### src/rtl/uart_frame_serializer_if.sv
// Byte-stream handshake bundle for the frame serializer: the upstream word
// port (valid/ready) and the downstream UART byte port (valid/ready).
// The master side is whoever supplies words and consumes bytes; the slave
// side is the serializer itself.
interface uart_frame_serializer_if #(
  parameter int DATA_BYTES = 7
);
  logic [8*DATA_BYTES-1:0] i_FRAME_DATA;
  logic                    i_FRAME_VALID;
  logic                    o_FRAME_READY;
  logic [7:0]              o_TX_BYTE;
  logic                    o_TX_BYTE_VALID;
  logic                    i_TX_BYTE_READY;

  modport master (
    output i_FRAME_DATA,
    output i_FRAME_VALID,
    output i_TX_BYTE_READY,
    input  o_FRAME_READY,
    input  o_TX_BYTE,
    input  o_TX_BYTE_VALID
  );

  modport slave (
    input  i_FRAME_DATA,
    input  i_FRAME_VALID,
    input  i_TX_BYTE_READY,
    output o_FRAME_READY,
    output o_TX_BYTE,
    output o_TX_BYTE_VALID
  );
endinterface

### src/rtl/uart_frame_serializer.sv
// Serializes one payload word into SYNC, payload bytes (MSB first) and an
// XOR checksum byte for the UART transmitter, then idles for an
// inter-frame gap before taking the next word.
//
// state  | meaning
// IDLE   | ready for a word, no byte presented
// SYNC   | presenting the sync header byte
// DATA   | presenting payload bytes, folding each accepted one into csum
// CSUM   | presenting the XOR of all payload bytes
// GAP    | inter-frame idle, no word accepted, no byte presented
module uart_frame_serializer #(
  parameter int         DATA_BYTES = 7,
  parameter logic [7:0] SYNC_BYTE  = 8'hA5,
  parameter int         IFG_CYCLES = 4
) (
  input  logic                          i_CLK,
  input  logic                          i_RST,
  uart_frame_serializer_if.slave        bus,
  output logic                          o_BUSY,
  output logic [15:0]                   o_FRAME_CNT
);

  localparam int W  = 8 * DATA_BYTES;
  localparam int IW = (DATA_BYTES > 1) ? $clog2(DATA_BYTES) : 1;
  localparam int GW = (IFG_CYCLES > 0) ? $clog2(IFG_CYCLES + 1) : 1;
  localparam logic [IW-1:0] LAST_IDX = IW'(DATA_BYTES - 1);
  localparam logic [GW-1:0] GAP_LOAD = (IFG_CYCLES > 0) ? GW'(IFG_CYCLES - 1) : '0;

  typedef enum logic [2:0] {
    S_IDLE,
    S_SYNC,
    S_DATA,
    S_CSUM,
    S_GAP
  } state_t;

  state_t        state_q, state_d;
  logic [W-1:0]  shift_q, shift_d;
  logic [7:0]    csum_q, csum_d;
  logic [IW-1:0] idx_q, idx_d;
  logic [GW-1:0] gap_q, gap_d;
  logic [7:0]    tx_byte_q, tx_byte_d;
  logic          tx_valid_q, tx_valid_d;
  logic          ready_q, ready_d;
  logic [15:0]   frame_cnt_q, frame_cnt_d;

  // Next-state and next-output decode; every byte presented is registered
  // so nothing on the input side reaches an output combinationally.
  always_comb begin
    state_d     = state_q;
    shift_d     = shift_q;
    csum_d      = csum_q;
    idx_d       = idx_q;
    gap_d       = gap_q;
    tx_byte_d   = tx_byte_q;
    tx_valid_d  = tx_valid_q;
    frame_cnt_d = frame_cnt_q;

    unique case (state_q)
      S_IDLE: begin
        if (ready_q && bus.i_FRAME_VALID) begin
          state_d    = S_SYNC;
          shift_d    = bus.i_FRAME_DATA;
          csum_d     = '0;
          idx_d      = '0;
          tx_byte_d  = SYNC_BYTE;
          tx_valid_d = 1'b1;
        end
      end
      S_SYNC: begin
        if (bus.i_TX_BYTE_READY) begin
          state_d   = S_DATA;
          tx_byte_d = shift_q[W-1 -: 8];
        end
      end
      S_DATA: begin
        if (bus.i_TX_BYTE_READY) begin
          csum_d  = csum_q ^ shift_q[W-1 -: 8];
          shift_d = shift_q << 8;
          idx_d   = idx_q + 1'b1;
          if (idx_q == LAST_IDX) begin
            state_d   = S_CSUM;
            tx_byte_d = csum_d;
          end else begin
            tx_byte_d = shift_d[W-1 -: 8];
          end
        end
      end
      S_CSUM: begin
        if (bus.i_TX_BYTE_READY) begin
          frame_cnt_d = frame_cnt_q + 16'd1;
          tx_valid_d  = 1'b0;
          if (IFG_CYCLES > 0) begin
            state_d = S_GAP;
            gap_d   = GAP_LOAD;
          end else begin
            state_d = S_IDLE;
          end
        end
      end
      S_GAP: begin
        if (gap_q == '0) begin
          state_d = S_IDLE;
        end else begin
          gap_d = gap_q - 1'b1;
        end
      end
      default: begin
        state_d    = S_IDLE;
        tx_valid_d = 1'b0;
      end
    endcase

    // Ready is registered from the upcoming state so it is low throughout
    // reset and rises on the first edge after reset is released.
    ready_d = (state_d == S_IDLE);
  end

  // State and datapath registers with synchronous reset; reset aborts any
  // frame in flight without emitting its checksum.
  always_ff @(posedge i_CLK) begin
    if (i_RST) begin
      state_q     <= S_IDLE;
      shift_q     <= '0;
      csum_q      <= '0;
      idx_q       <= '0;
      gap_q       <= '0;
      tx_byte_q   <= '0;
      tx_valid_q  <= 1'b0;
      ready_q     <= 1'b0;
      frame_cnt_q <= '0;
    end else begin
      state_q     <= state_d;
      shift_q     <= shift_d;
      csum_q      <= csum_d;
      idx_q       <= idx_d;
      gap_q       <= gap_d;
      tx_byte_q   <= tx_byte_d;
      tx_valid_q  <= tx_valid_d;
      ready_q     <= ready_d;
      frame_cnt_q <= frame_cnt_d;
    end
  end

  assign bus.o_FRAME_READY   = ready_q;
  assign bus.o_TX_BYTE       = tx_byte_q;
  assign bus.o_TX_BYTE_VALID = tx_valid_q;
  assign o_BUSY              = (state_q != S_IDLE);
  assign o_FRAME_CNT         = frame_cnt_q;

endmodule

### src/flat_wrapper.sv
// flat-port wrapper written by rule: the top's interface ports become plain ports
module uart_frame_serializer_flat 
#(
  parameter int         DATA_BYTES = 7,
  parameter logic [7:0] SYNC_BYTE  = 8'hA5,
  parameter int         IFG_CYCLES = 4
)
  (i_CLK, i_RST, o_BUSY, o_FRAME_CNT, bus_i_FRAME_DATA, bus_i_FRAME_VALID, bus_i_TX_BYTE_READY, bus_o_FRAME_READY, bus_o_TX_BYTE, bus_o_TX_BYTE_VALID);
  uart_frame_serializer_if #(.DATA_BYTES(DATA_BYTES)) bus_i ();
  input  logic i_CLK;
  input  logic i_RST;
  output logic o_BUSY;
  output logic [15:0] o_FRAME_CNT;
  input wire logic [$bits(bus_i.i_FRAME_DATA)-1:0] bus_i_FRAME_DATA;
  input wire logic [$bits(bus_i.i_FRAME_VALID)-1:0] bus_i_FRAME_VALID;
  input wire logic [$bits(bus_i.i_TX_BYTE_READY)-1:0] bus_i_TX_BYTE_READY;
  output wire logic [$bits(bus_i.o_FRAME_READY)-1:0] bus_o_FRAME_READY;
  output wire logic [$bits(bus_i.o_TX_BYTE)-1:0] bus_o_TX_BYTE;
  output wire logic [$bits(bus_i.o_TX_BYTE_VALID)-1:0] bus_o_TX_BYTE_VALID;
  assign bus_i.i_FRAME_DATA = bus_i_FRAME_DATA;
  assign bus_i.i_FRAME_VALID = bus_i_FRAME_VALID;
  assign bus_i.i_TX_BYTE_READY = bus_i_TX_BYTE_READY;
  assign bus_o_FRAME_READY = bus_i.o_FRAME_READY;
  assign bus_o_TX_BYTE = bus_i.o_TX_BYTE;
  assign bus_o_TX_BYTE_VALID = bus_i.o_TX_BYTE_VALID;
  uart_frame_serializer #(.DATA_BYTES(DATA_BYTES), .SYNC_BYTE(SYNC_BYTE), .IFG_CYCLES(IFG_CYCLES)) u_core (.i_CLK(i_CLK), .i_RST(i_RST), .bus(bus_i), .o_BUSY(o_BUSY), .o_FRAME_CNT(o_FRAME_CNT));
endmodule
### config.mk
export PLATFORM = sky130hd
export DESIGN_NAME = uart_frame_serializer_flat
export DESIGN_NICKNAME = d
export VERILOG_FILES = /design/src/rtl/uart_frame_serializer_if.sv /design/src/rtl/uart_frame_serializer.sv /design/src/flat_wrapper.sv
export SDC_FILE = /design/constraint.sdc
export NUM_CORES = 1
export LEC_CHECK = 0
export ABC_AREA = 1
export BUFFER_PORTS_ARGS = -buffer_cell sky130_fd_sc_hd__clkbuf_2
export CAP_MARGIN = 25
export CORE_UTILIZATION = 41
export DETAILED_ROUTE_END_ITERATION = 10
export SLEW_MARGIN = 5
export SYNTH_ARGS = -nofsm -noshare
export SYNTH_HDL_FRONTEND = slang
export SYNTH_SLANG_ARGS = --single-unit
### constraint.sdc
create_clock -name i_CLK -period 2.85 [get_ports i_CLK]
set_input_delay 0.285 -clock i_CLK [delete_from_list [all_inputs] [get_ports i_CLK]]
set_output_delay 0.285 -clock i_CLK [all_outputs]
set_load 0.005 [all_outputs]
==> qor.csv <==
metric,value,unit
clock_sinks,99,
drt_iter0_markers,282,
numCtsBuffers,9,
post_route_cells_drive_above_1_share,16.69,%
dr.pass1.iters,5,
switching_share,27.27,%
area_growth,16.01,%
dieArea,0.01137,mm2
grt_pass1_vias,3966,
setup_ws,0.9599,ns
synth_area_leaders,"dfxtp_1 (44%), nand2_1 (15%), o21ai_0 (8.0%)",
synth.area.mux_share,0,%
synth_xor_area_share,1.757,%
antenna_cells,0,
fillCellCount,1108,
max-cap-violations,0,
clockBufferDepth,2,
viasPerCell,5.087,
power_frac_seq,52.2,%
grt_overflow,0,
rows,37,
cts_tree,yes,
die_h,106.6,um
via_count,4258,
timing.final.crit_share,66.32,%
internal_power,2.197,mW
dieWidth,106.6,um
ctsHoldBuffers,0,
synth_edf_count,0,
min-delay-start,bus_i_FRAME_DATA[5],
wl_per_cell,12.94,um
cts_resized,0,
hold_violations,0,
hp-class,primary input to flop,
post_cts_buffers,0,
drc_errors,0,
synth_top_flop_cell,dfxtp_1,
critPathKind,flop to flop,
gp_congestion,0.8366,
power_density,580.4,mW/mm2
hpwl,7330,um
grt_antenna_before_repair,0,
yosys_register_bits,99,
synth_top_family_by_area,simple AND/OR/NAND/NOR gates,
reg2reg_from,u_core.state_q[2],
period_needed,1.890,ns
root_buffer,clkbuf_8,
synthCells,630,
clk_pin_slew_worst_paths,0.09,ns
skew,0.01483,ns
finalWirelength,10830,um
tightest_slew,0.6619,ns
fin_total_pwr,3.021,mW
grt_usage,19.63,%
antenna_left,0,
clkPwrFrac,33.9,%
dp_slack,0.9820,ns
portBuffers,86,
clk_latency,0.36,ns
cp_max_fo,72,
power.leakage,2.304,nW
cp.required,3.11,ns
syn_area,0.004487,mm2
power.switching,823.8,uW
endpoint_kind,flop,
grt_start_max_net_pins,73,
fmax,0.5291,GHz
grt_pass1_wl,18040,um
cts_max_level,3,
rsz0062_at_grt,no,
synth_top_cell_by_area,dfxtp_1,
synth.avg_cell_area,7.122,um2
fin_nets,761,
yosys.area_share.adder,1.394,%
ys_warn_count,0,
stdcell_area,0.005205,mm2
yosys.area_share.simple,24.85,%
power_frac_comb,14.0,%
arrival,2.15,ns
synthArstFlopShare,0,%
slew_headroom,55.81,%
startpoint,u_core.state_q[2],
start_util,42.88,%
synth_fp_nets,695,
slew_viol_final,0,
status,finished clean,
yosysUniqueCellTypes,30,
setup-tns-final,0,ns
synth_compound_area_share,20.64,%
setup.worst_path.start_class,flop,
ioPinCount,87,
dpl_cell_area,0.004979,mm2
core,0.01046,mm2
yosysSeqAreaShare,44.17,%
finalSetupViolCount,0,
irDropWorstVdd,297.8,uV
netlist.area_leader.share,44.17,%
-- placed cells by master, fill, tap and decap left out, types with 5 or more instances in the layout --
cell / synthesis / layout
nand2_1: 184 / 183
nor2_1: 56 / 56
ha_1: 5 / 5
xnor2_1: 9 / 9
o21ai_1: 7 / 7
dfxtp_1: 99 / 99
clkbuf_8: 0 / 10
clkbuf_2: 0 / 86
a31oi_1: 48 / 48
a21oi_1: 23 / 23
o21ai_0: 72 / 72
o211a_1: 8 / 8
nand3_1: 17 / 17
inv_1: 41 / 40
-- cell usage after synthesis, types with 2 or more instances --
cell type,instances
a21oi_1,23
a31oi_1,48
and2_1,4
and3_1,2
buf_2,21
clkbuf_1,15
dfxtp_1,99
ha_1,5
inv_1,41
nand2_1,184
nand2_2,3
nand3_1,17
nand4_1,3
nor2_1,56
nor3_1,2
o211a_1,8
o21ai_0,72
o21ai_1,7
xnor2_1,9
-- metal layers --
| metal | global-route usage [%] | wire length, um | vias to the layer above |
|---|---|---|---|
| met3 | 3.161 | 514 | 8 |
| li1 | - | - | 2216 |
| met4 | 5.382 | 93 | 0 |
| met2 | 32.63 | 5102 | 103 |
| met5 | 0 | 0 | - |
| met1 | 26.32 | 5116 | 1931 |
-- kinds of logic after synthesis --
kind of cell,count (synthesis)
and+or+nand+nor,276
buffers and inverters,79
DFF,99
AOI/OAI and AO/OA,162
xor gates and xnor gates,9
adders and majority gates,5
-- power groups by stage --
stage                     Clock (mW)  Combinational [mW]  Sequential [mW]
after global placement             0               0.413             1.61
after CTS                       1.04               0.426             1.58
after floorplan                    0               0.303             1.59
after global routing            1.10               0.491             1.59
after detailed placement           0               0.424             1.61
final                           1.02               0.422             1.58
-- critical path: stages, from the launching register on --
cell and delay [ns]:
dfxtp_1 0.37, nor2_4 0.20, nand4_2 0.18, nand2_2 0.17, buf_4 0.50, o21ai_0 0.19
o211a_1 0.15
-- metrics by stage --
| step | cells | hold slack (ns) | utilization, % |
|---|---|---|---|
| global placement | 821 | 0.4388 | 47.58 |
| floorplan | 630 | 0.3541 | - |
| detailed placement | 821 | 0.4445 | 47.58 |
| CTS | 837 | 0.1492 | 49.75 |
| global route | 837 | 0.1567 | 49.75 |
| finish | 837 | 0.1571 | 49.75 |
-- sequential cells by signal (all words and copies together) (netlist names) --
| signal | flops |
|---|---|
| u_core.csum_q | 8 |
| u_core.bus.o_FRAME_READY | 1 |
| u_core.bus.o_TX_BYTE_VALID | 1 |
| u_core.bus.o_TX_BYTE | 8 |
| u_core.shift_q | 56 |
| u_core.o_FRAME_CNT | 16 |
| u_core.state_q | 3 |
| u_core.gap_q | 3 |
| u_core.idx_q | 3 |
-- cell type report --
cell class                      instances  area (um2)  share of cell area (%)
Multi-Input combinational cell        452        2185                   41.97
Tap cell                              136       170.2                   3.269
Sequential cell                        99        1982                   38.08
Clock buffer                           11       141.4                   2.716
Inverter                               43       161.4                   3.101
Clock inverter                          5       85.08                   1.635
Timing Repair Buffer                   91       480.5                   9.231
-- path summary, 6_finish.rpt --
| check | end | slack [ns] | cells past startpoint |
|---|---|---|---|
| worst max-delay path | u_core.csum_q[0] | 0.96 | 6 |
| worst min register to register | u_core.gap_q[0] | 0.46 | 1 |
| worst max register to register | u_core.csum_q[0] | 0.96 | 6 |
| worst min-delay path | u_core.shift_q[5] | 0.16 | 3 |
No activity file was read; power rests on OpenSTA's default activity.
